[src/rtl/rf_write_arbiter.sv]
// Two-requester arbiter for the register-file write port; one-cycle registered output stage, R15 writes rejected as faults.
// Ready is combinational and withheld under stall. Define RF_ARB_ROUND_ROBIN_EN for round-robin, otherwise B has fixed priority.
module rf_write_arbiter #(
    parameter int N = 32
) (
    input  logic         clk,
    input  logic         rst,
    input  logic         stall,
    input  logic         a_valid,
    input  logic [3:0]   a_addr,
    input  logic [N-1:0] a_data,
    output logic         a_ready,
    input  logic         b_valid,
    input  logic [3:0]   b_addr,
    input  logic [N-1:0] b_data,
    output logic         b_ready,
    output logic         WE3,
    output logic [3:0]   A3,
    output logic [N-1:0] WD3,
    output logic         fault,
    output logic [7:0]   fault_count
);

    logic         last_grant;
    logic         win_b;
    logic         xfer;
    logic         is_r15;
    logic [3:0]   sel_addr;
    logic [N-1:0] sel_data;

    always_comb begin
`ifdef RF_ARB_ROUND_ROBIN_EN
        win_b = ~last_grant;
`else
        win_b = 1'b1;
`endif
        a_ready  = !stall && a_valid && !(b_valid && win_b);
        b_ready  = !stall && b_valid && !(a_valid && !win_b);
        xfer     = a_ready || b_ready;
        sel_addr = b_ready ? b_addr : a_addr;
        sel_data = b_ready ? b_data : a_data;
        is_r15   = (sel_addr == 4'hF);
    end

    // R15 is reloaded from the PC every cycle, so a write to it is dropped and reported instead.
    always_ff @(posedge clk or posedge rst) begin
        if (rst) begin
            WE3         <= 1'b0;
            A3          <= 4'd0;
            WD3         <= '0;
            fault       <= 1'b0;
            fault_count <= 8'd0;
            last_grant  <= 1'b1;
        end else begin
            WE3   <= xfer && !is_r15;
            fault <= xfer && is_r15;
            if (xfer && !is_r15) begin
                A3  <= sel_addr;
                WD3 <= sel_data;
            end
            if (xfer) begin
                last_grant <= b_ready;
            end
            if (xfer && is_r15 && fault_count != 8'hFF) begin
                fault_count <= fault_count + 8'd1;
            end
        end
    end

endmodule

[config.mk]
export PLATFORM = sky130hd
export DESIGN_NAME = rf_write_arbiter
export DESIGN_NICKNAME = d
export VERILOG_FILES = /design/src/rtl/rf_write_arbiter.sv
export SDC_FILE = /design/constraint.sdc
export NUM_CORES = 1
export LEC_CHECK = 0
export CORE_MARGIN = 2
export CORE_UTILIZATION = 39
export DETAILED_ROUTE_END_ITERATION = 12
export HOLD_SLACK_MARGIN = 0.15
export PLACE_DENSITY = 0.77
export SLEW_MARGIN = 20
export SYNTH_ARGS = -nofsm -noshare
export SYNTH_HDL_FRONTEND = slang
export SYNTH_SLANG_ARGS = --single-unit
[constraint.sdc]
create_clock -name clk -period 1.5 [get_ports clk]
set_input_delay 0.3 -clock clk [delete_from_list [all_inputs] [get_ports clk]]
set_output_delay 0.3 -clock clk [all_outputs]
set_load 0.01 [all_outputs]
==> qor.yml, run 1 <==
status: "finished clean"
worstSetupEndpointType: "register"
p_per_area_mw_per_mm2: 864
ant_nets: 0
hold_violations: 0
syn_area_mm2: 0.00236
grt_use_met2: 0.332
io_buffers: 124
dp.final_hpwl_um: 4410
tritoncts: "yes"
crit_type: "input pin to register"
final_common_cell: "clkdlybuf4s50_1"
seq_area_frac_synth: 0.487
p_sw_uw: 934
cp-start-kind: "input pin"
clk_pin_slew_ns: 0.08
fin_crit_sh: 0.999
nNetsFinal: 397
crit_start: "b_addr[1]"
netSwitchingFraction: 0.262
ir_worst_vdd_mv: 0.637
grt_pass1_wl_um: 9370
cts_buffers: 5
arrival_ns: 1.68
cp-endpoint: "fault_count[7]"
reg2reg_from: "fault_count[5]"
die_w_um: 81.8
rsz0062_at_grt: "yes"
ys_types: 23
wl_um: 6100
power_frac_comb: 0.356
hp-class: "input pin to asynchronous set/reset pin"
cp.required_ns: 1.68
relSlewSlack: 0.751
leakage_nw: 2.03
p_seq_frac: 0.434
clkPwrFrac: 0.211
layout_common_cells: "66 x clkdlybuf4s50_1, 46 x dfrtp_1, 41 x mux2_2"
area_growth_pct: 74.6
clk_path_buf_depth: 2
drive_gt1_frac: 0.378
grt_util_met1: 0.218
io_pins: 125
reg2reg_slack_ns: 0.05
period_needed_ns: 1.50
final_util: 0.701
synthCells: 164
grt_pass1_vias: 1988
avgSynthCellArea_um2: 14.4
drc: 0
grt_max_degree: 21
vias: 1890
clk_latency_ns: 0.29
start_util: 0.401
antenna_cells: 0
critical_path.max_fanout: 5
die-height_um: 81.8
max_clock_freq_mhz: 668
worstMarginPinSlew_ns: 0.368
cts_hold_buf: 0
power_mw: 3.57
yosysWarnings: 0
drtIter0Drc: 46
p_int_mw: 2.63
clock-sinks: 46
maxSlewViolCount: 0
first_pass_iters: 4
overflow: 0
synth_nets: 242
die_area_mm2: 0.00670
cts_root_buf: "clkbuf_8"
r2r_cells: 4
antenna_found_initial: 0
setup_viol: 0
ys_ff_latch: 46
cap_violations: 0
r2r_end: "fault_count[7]"
busiest_layer: "met2"
rows: 28
core_mm2: 0.00589
grt_util_met3: 0.0560
gp_congestion: 0.777
grt_use_total: 0.185
vias_per_cell: 4.78
avgRoutedWirePerCell_um: 15.4
cts_max_level: 2
clock_skew_ns: 0.000831
## worst min path at each step
stage                 start      end  slack (ns)  depth (start not counted)
CTS                     rst  WD3[24]        0.24                          2
finish                  rst  WD3[24]        0.25                          2
detailed placement    A3[2]    A3[2]        0.49                          1
floorplan           a_valid    fault        0.50                          2
global placement      A3[0]    A3[0]        0.48                          1
global route            rst  WD3[24]        0.25                          2
## per-layer routing
metal  up-vias  routed length [um]
met5         -                   0
met4         0                  16
met3         2                 474
met2        67                3210
met1       915                2390
li1        906                   -
## cells by family after synthesis
group,Yosys count,synth area share
muxes,68,0.365
DFF,46,0.487
and+or+nand+nor,23,0.0577
buffers and inverters,11,0.0318
AOI/OAI and AO/OA,10,0.0339
xor gates and xnor gates,5,0.0185
adders and majority gates,1,0.00530
## sequential cells by signal (all words and copies together) (netlist names)
signal and count:
A3 4, WD3 32, fault 1, fault_count 8
WE3 1
## per-stage QoR
step / cell area, um2 / hold slack (ns) / std cells / setup TNS [ns] / worst slack (ns)
2_1_floorplan: 2370 / 0.497 / 164 / -2.77 / -0.111
3_3_place_gp: 3830 / 0.477 / 375 / -24.19 / -0.594
3_5_place_dp: 3830 / 0.487 / 375 / -25.69 / -0.626
4_1_cts: 4080 / 0.238 / 395 / 0 / 0.00191
5_1_grt: 4130 / 0.246 / 395 / -0.240 / -0.0548
6_report: 4130 / 0.246 / 395 / 0 / 0.00206
## layout make-up
class / count / area (um2)
Fill cell: 457 / 1760
Timing Repair Buffer: 156 / 1610
Multi-Input combinational cell: 107 / 1170
Sequential cell: 46 / 1150
Tap cell: 75 / 93.8
Clock buffer: 7 / 86.3
Inverter: 3 / 11.3
Clock inverter: 1 / 5.00
## synthesized netlist by cell type
cell,number,area [um2]
dfrtp_1,46,1150
mux2_2,42,473
mux2_4,26,390
xor2_1,5,43.8
buf_6,4,45.0
nand2_1,4,15.0
nor2_1,4,15.0
o21a_1,4,30.0
o22a_1,4,35.0
buf_2,3,15.0
inv_1,3,11.3
nand3_1,3,15.0
nand4_1,3,18.8
nor4_1,3,18.8
o21bai_1,2,15.0
buf_1,1,3.75
ha_1,1,12.5
nand2b_1,1,6.26
nand2b_4,1,13.8
nor3_1,1,5.00
nor3b_1,1,7.51
nor3b_2,1,12.5
nor4b_1,1,8.76
## power groups by stage
stage	Combinational, mW	Clock, mW	Sequential [mW]
floorplan	0.452	0	1.68
global placement	1.30	0	1.57
global route	1.37	0.850	1.58
detailed placement	1.32	0	1.58
finish	1.27	0.752	1.55
CTS	1.30	0.785	1.55
## worst max-delay path, cell delays in order
cell,delay (ns)
clkdlybuf4s15_1,0.19
nand4_1,0.10
mux2_4,0.30
buf_12,0.13
nor4_1,0.29
mux2_2,0.37
## what timing repair did
action | CTS | global route
buffers inserted | 10 | 0
pin swaps | 3 | 1
endpoints found under the setup margin | 75 | 25
gates resized for setup | 72 | 21
cloned | 3 | 0
(Power assumes the default switching activity.)
==> inputs of run 2 (changes only) <==
SKIP_CTS_REPAIR_TIMING = 1   (was not set)
==> run 2 against run 1 <==
Against the previous run:
- the flow now finishes with violations (setup timing)
- routed wire length rose by 2.6%
- register-to-register slack got worse by 0.06 ns
- power rose by 1.3%
- fmax fell by 0.53%
- sequential cell count did not move
==> qor.yml, run 2 (synthesis gave the netlist of run 1 again) <==
arrival_ns: 1.69
hp-class: "input pin to asynchronous set/reset pin"
final_util: 0.720
clock-sinks: 46
final_cells: 392
grt_max_degree: 30
reg_top3: "WD3: 32 flops, fault_count: 8 flops, A3: 4 flops"
num-fill-cells: 420
die-height_um: 81.8
setup_viol: 2
drive_gt1_frac: 0.372
clock_skew_ns: 0.00113
top_register: "WD3"
crit_family: "simple AND/OR/NAND/NOR gates"
fin_area_mm2: 0.00424
nNetsFinal: 394
rows: 28
cts_max_level: 2
hold_violations: 0
first_pass_iters: 4
largest_register_ffs: 32
maxSlewViolCount: 0
place_inst: 375
crit_path_max_incr_delay_ns: 0.41
wl_um: 6260
clk_latency_ns: 0.29
gp_congestion: 0.777
cts_root_buf: "clkbuf_8"
crit_type: "register to register"
period_needed_ns: 1.51
cp-start-kind: "register"
cap_violations: 0
die_area_mm2: 0.00670
avgRoutedWirePerCell_um: 16.0
worst_hold_slack_ns: 0.246
crit_chain: "buf_6 > nand4_1 > nor4_2 > mux2_2"
antenna_found_initial: 0
vias_per_cell: 4.78
overflow: 0
area_growth_pct: 79.3
grt_pass1_wl_um: 8700
vias: 1875
slowest_stage: "dfrtp_1"
worstMarginPinSlew_ns: 0.257
ir_worst_vdd_mv: 0.644
drc: 0
dp.final_hpwl_um: 4410
rsz0062_at_grt: "yes"
die_w_um: 81.8
ant_nets: 0
grt_pass1_vias: 1895
grt_use_total: 0.171
clk_pin_slew_ns: 0.08
relSlewSlack: 0.829
clk_path_buf_depth: 2
worstSetupEndpointType: "register"
layout_common_cells: "65 x clkdlybuf4s50_1, 57 x dlymetal6s2s_1, 45 x dfrtp_1"
final_common_cell: "clkdlybuf4s50_1"
path_buf_inv: 1
fin_crit_sh: 1.00
place_area_mm2: 0.00383
io_buffers: 124
drtIter0Drc: 56
leakage_nw: 2.37
tritoncts: "yes"
antenna_cells: 0
start_util: 0.401
max_clock_freq_mhz: 664
p_per_area_mw_per_mm2: 853
core_mm2: 0.00589
status: "finished with violations"
cp.required_ns: 1.69
io_pins: 125
cts_buffers: 5
critical_path.max_fanout: 4
failed_checks: "setup timing"
layout_setup_ws_ns: -0.00588
## run 2: stage by stage
| stage | TNS (ns) | setup slack (ns) | total power [mW] |
|---|---|---|---|
| 3_5_place_dp | -25.69 | -0.626 | 2.90 |
| 3_3_place_gp | -24.19 | -0.594 | 2.87 |
| 5_1_grt | -0.367 | -0.0932 | 3.84 |
| 4_1_cts | -12.51 | -0.479 | 3.67 |
| 2_1_floorplan | -2.77 | -0.111 | 2.13 |
| 6_report | -0.00777 | -0.00588 | 3.61 |
## run 2: final timing paths
kind / from / end / slack (ns) / cells past startpoint
min: rst / WD3[24] / 0.25 / 2
min in group clk: a_addr[3] / A3[3] / 0.38 / 3
max reg2reg: fault_count[4] / fault_count[7] / -0.006 / 4
max: fault_count[4] / fault_count[7] / -0.006 / 4
min reg2reg: A3[2] / A3[2] / 0.50 / 1
max in group asynchronous: rst / fault_count[2] / 0.87 / 3
## run 2: power breakdown
| part | internal [mW] | total [mW] | switching (mW) | leakage (nW) |
|---|---|---|---|---|
| clock | 0.372 | 0.756 | 0.384 | 0.0482 |
| sequential | 1.44 | 1.55 | 0.113 | 0.552 |
| combinational | 0.861 | 1.30 | 0.442 | 1.77 |
| total | 2.67 | 3.61 | 0.939 | 2.37 |
## run 2: area by class of cell
cell class | instances | area, um2 | share of cell area
multi-input combinational | 107 | 1200 | 0.284
timing repair buffer | 153 | 1680 | 0.397
sequential | 46 | 1150 | 0.272
clock buffer | 7 | 86.3 | 0.0204
inverter | 3 | 11.3 | 0.00266
tap | 75 | 93.8 | 0.0222
clock inverter | 1 | 5.00 | 0.00118
## run 2: worst register-to-register path, delay by kind of cell (launching register included)
kind / cells / cell delay [ns]
muxes: 1 / 0.36
buffers and inverters: 1 / 0.12
DFF: 1 / 0.41
and+or+nand+nor: 2 / 0.50
## run 2: metal layers
metal  track usage  part of all wire  vias to the layer above
li1              -                 -                      895
met2         0.305              0.52                       68
met1         0.201              0.40                      906
met3        0.0560             0.073                        6
met5             0                 0                        -
met4        0.0350            0.0067                        0
==> inputs of run 3 (changes only) <==
HOLD_SLACK_MARGIN = 0.1   (was 0.15)
==> results of run 3 <==
Final layout, timing and power as in run 2 (identical DEF).
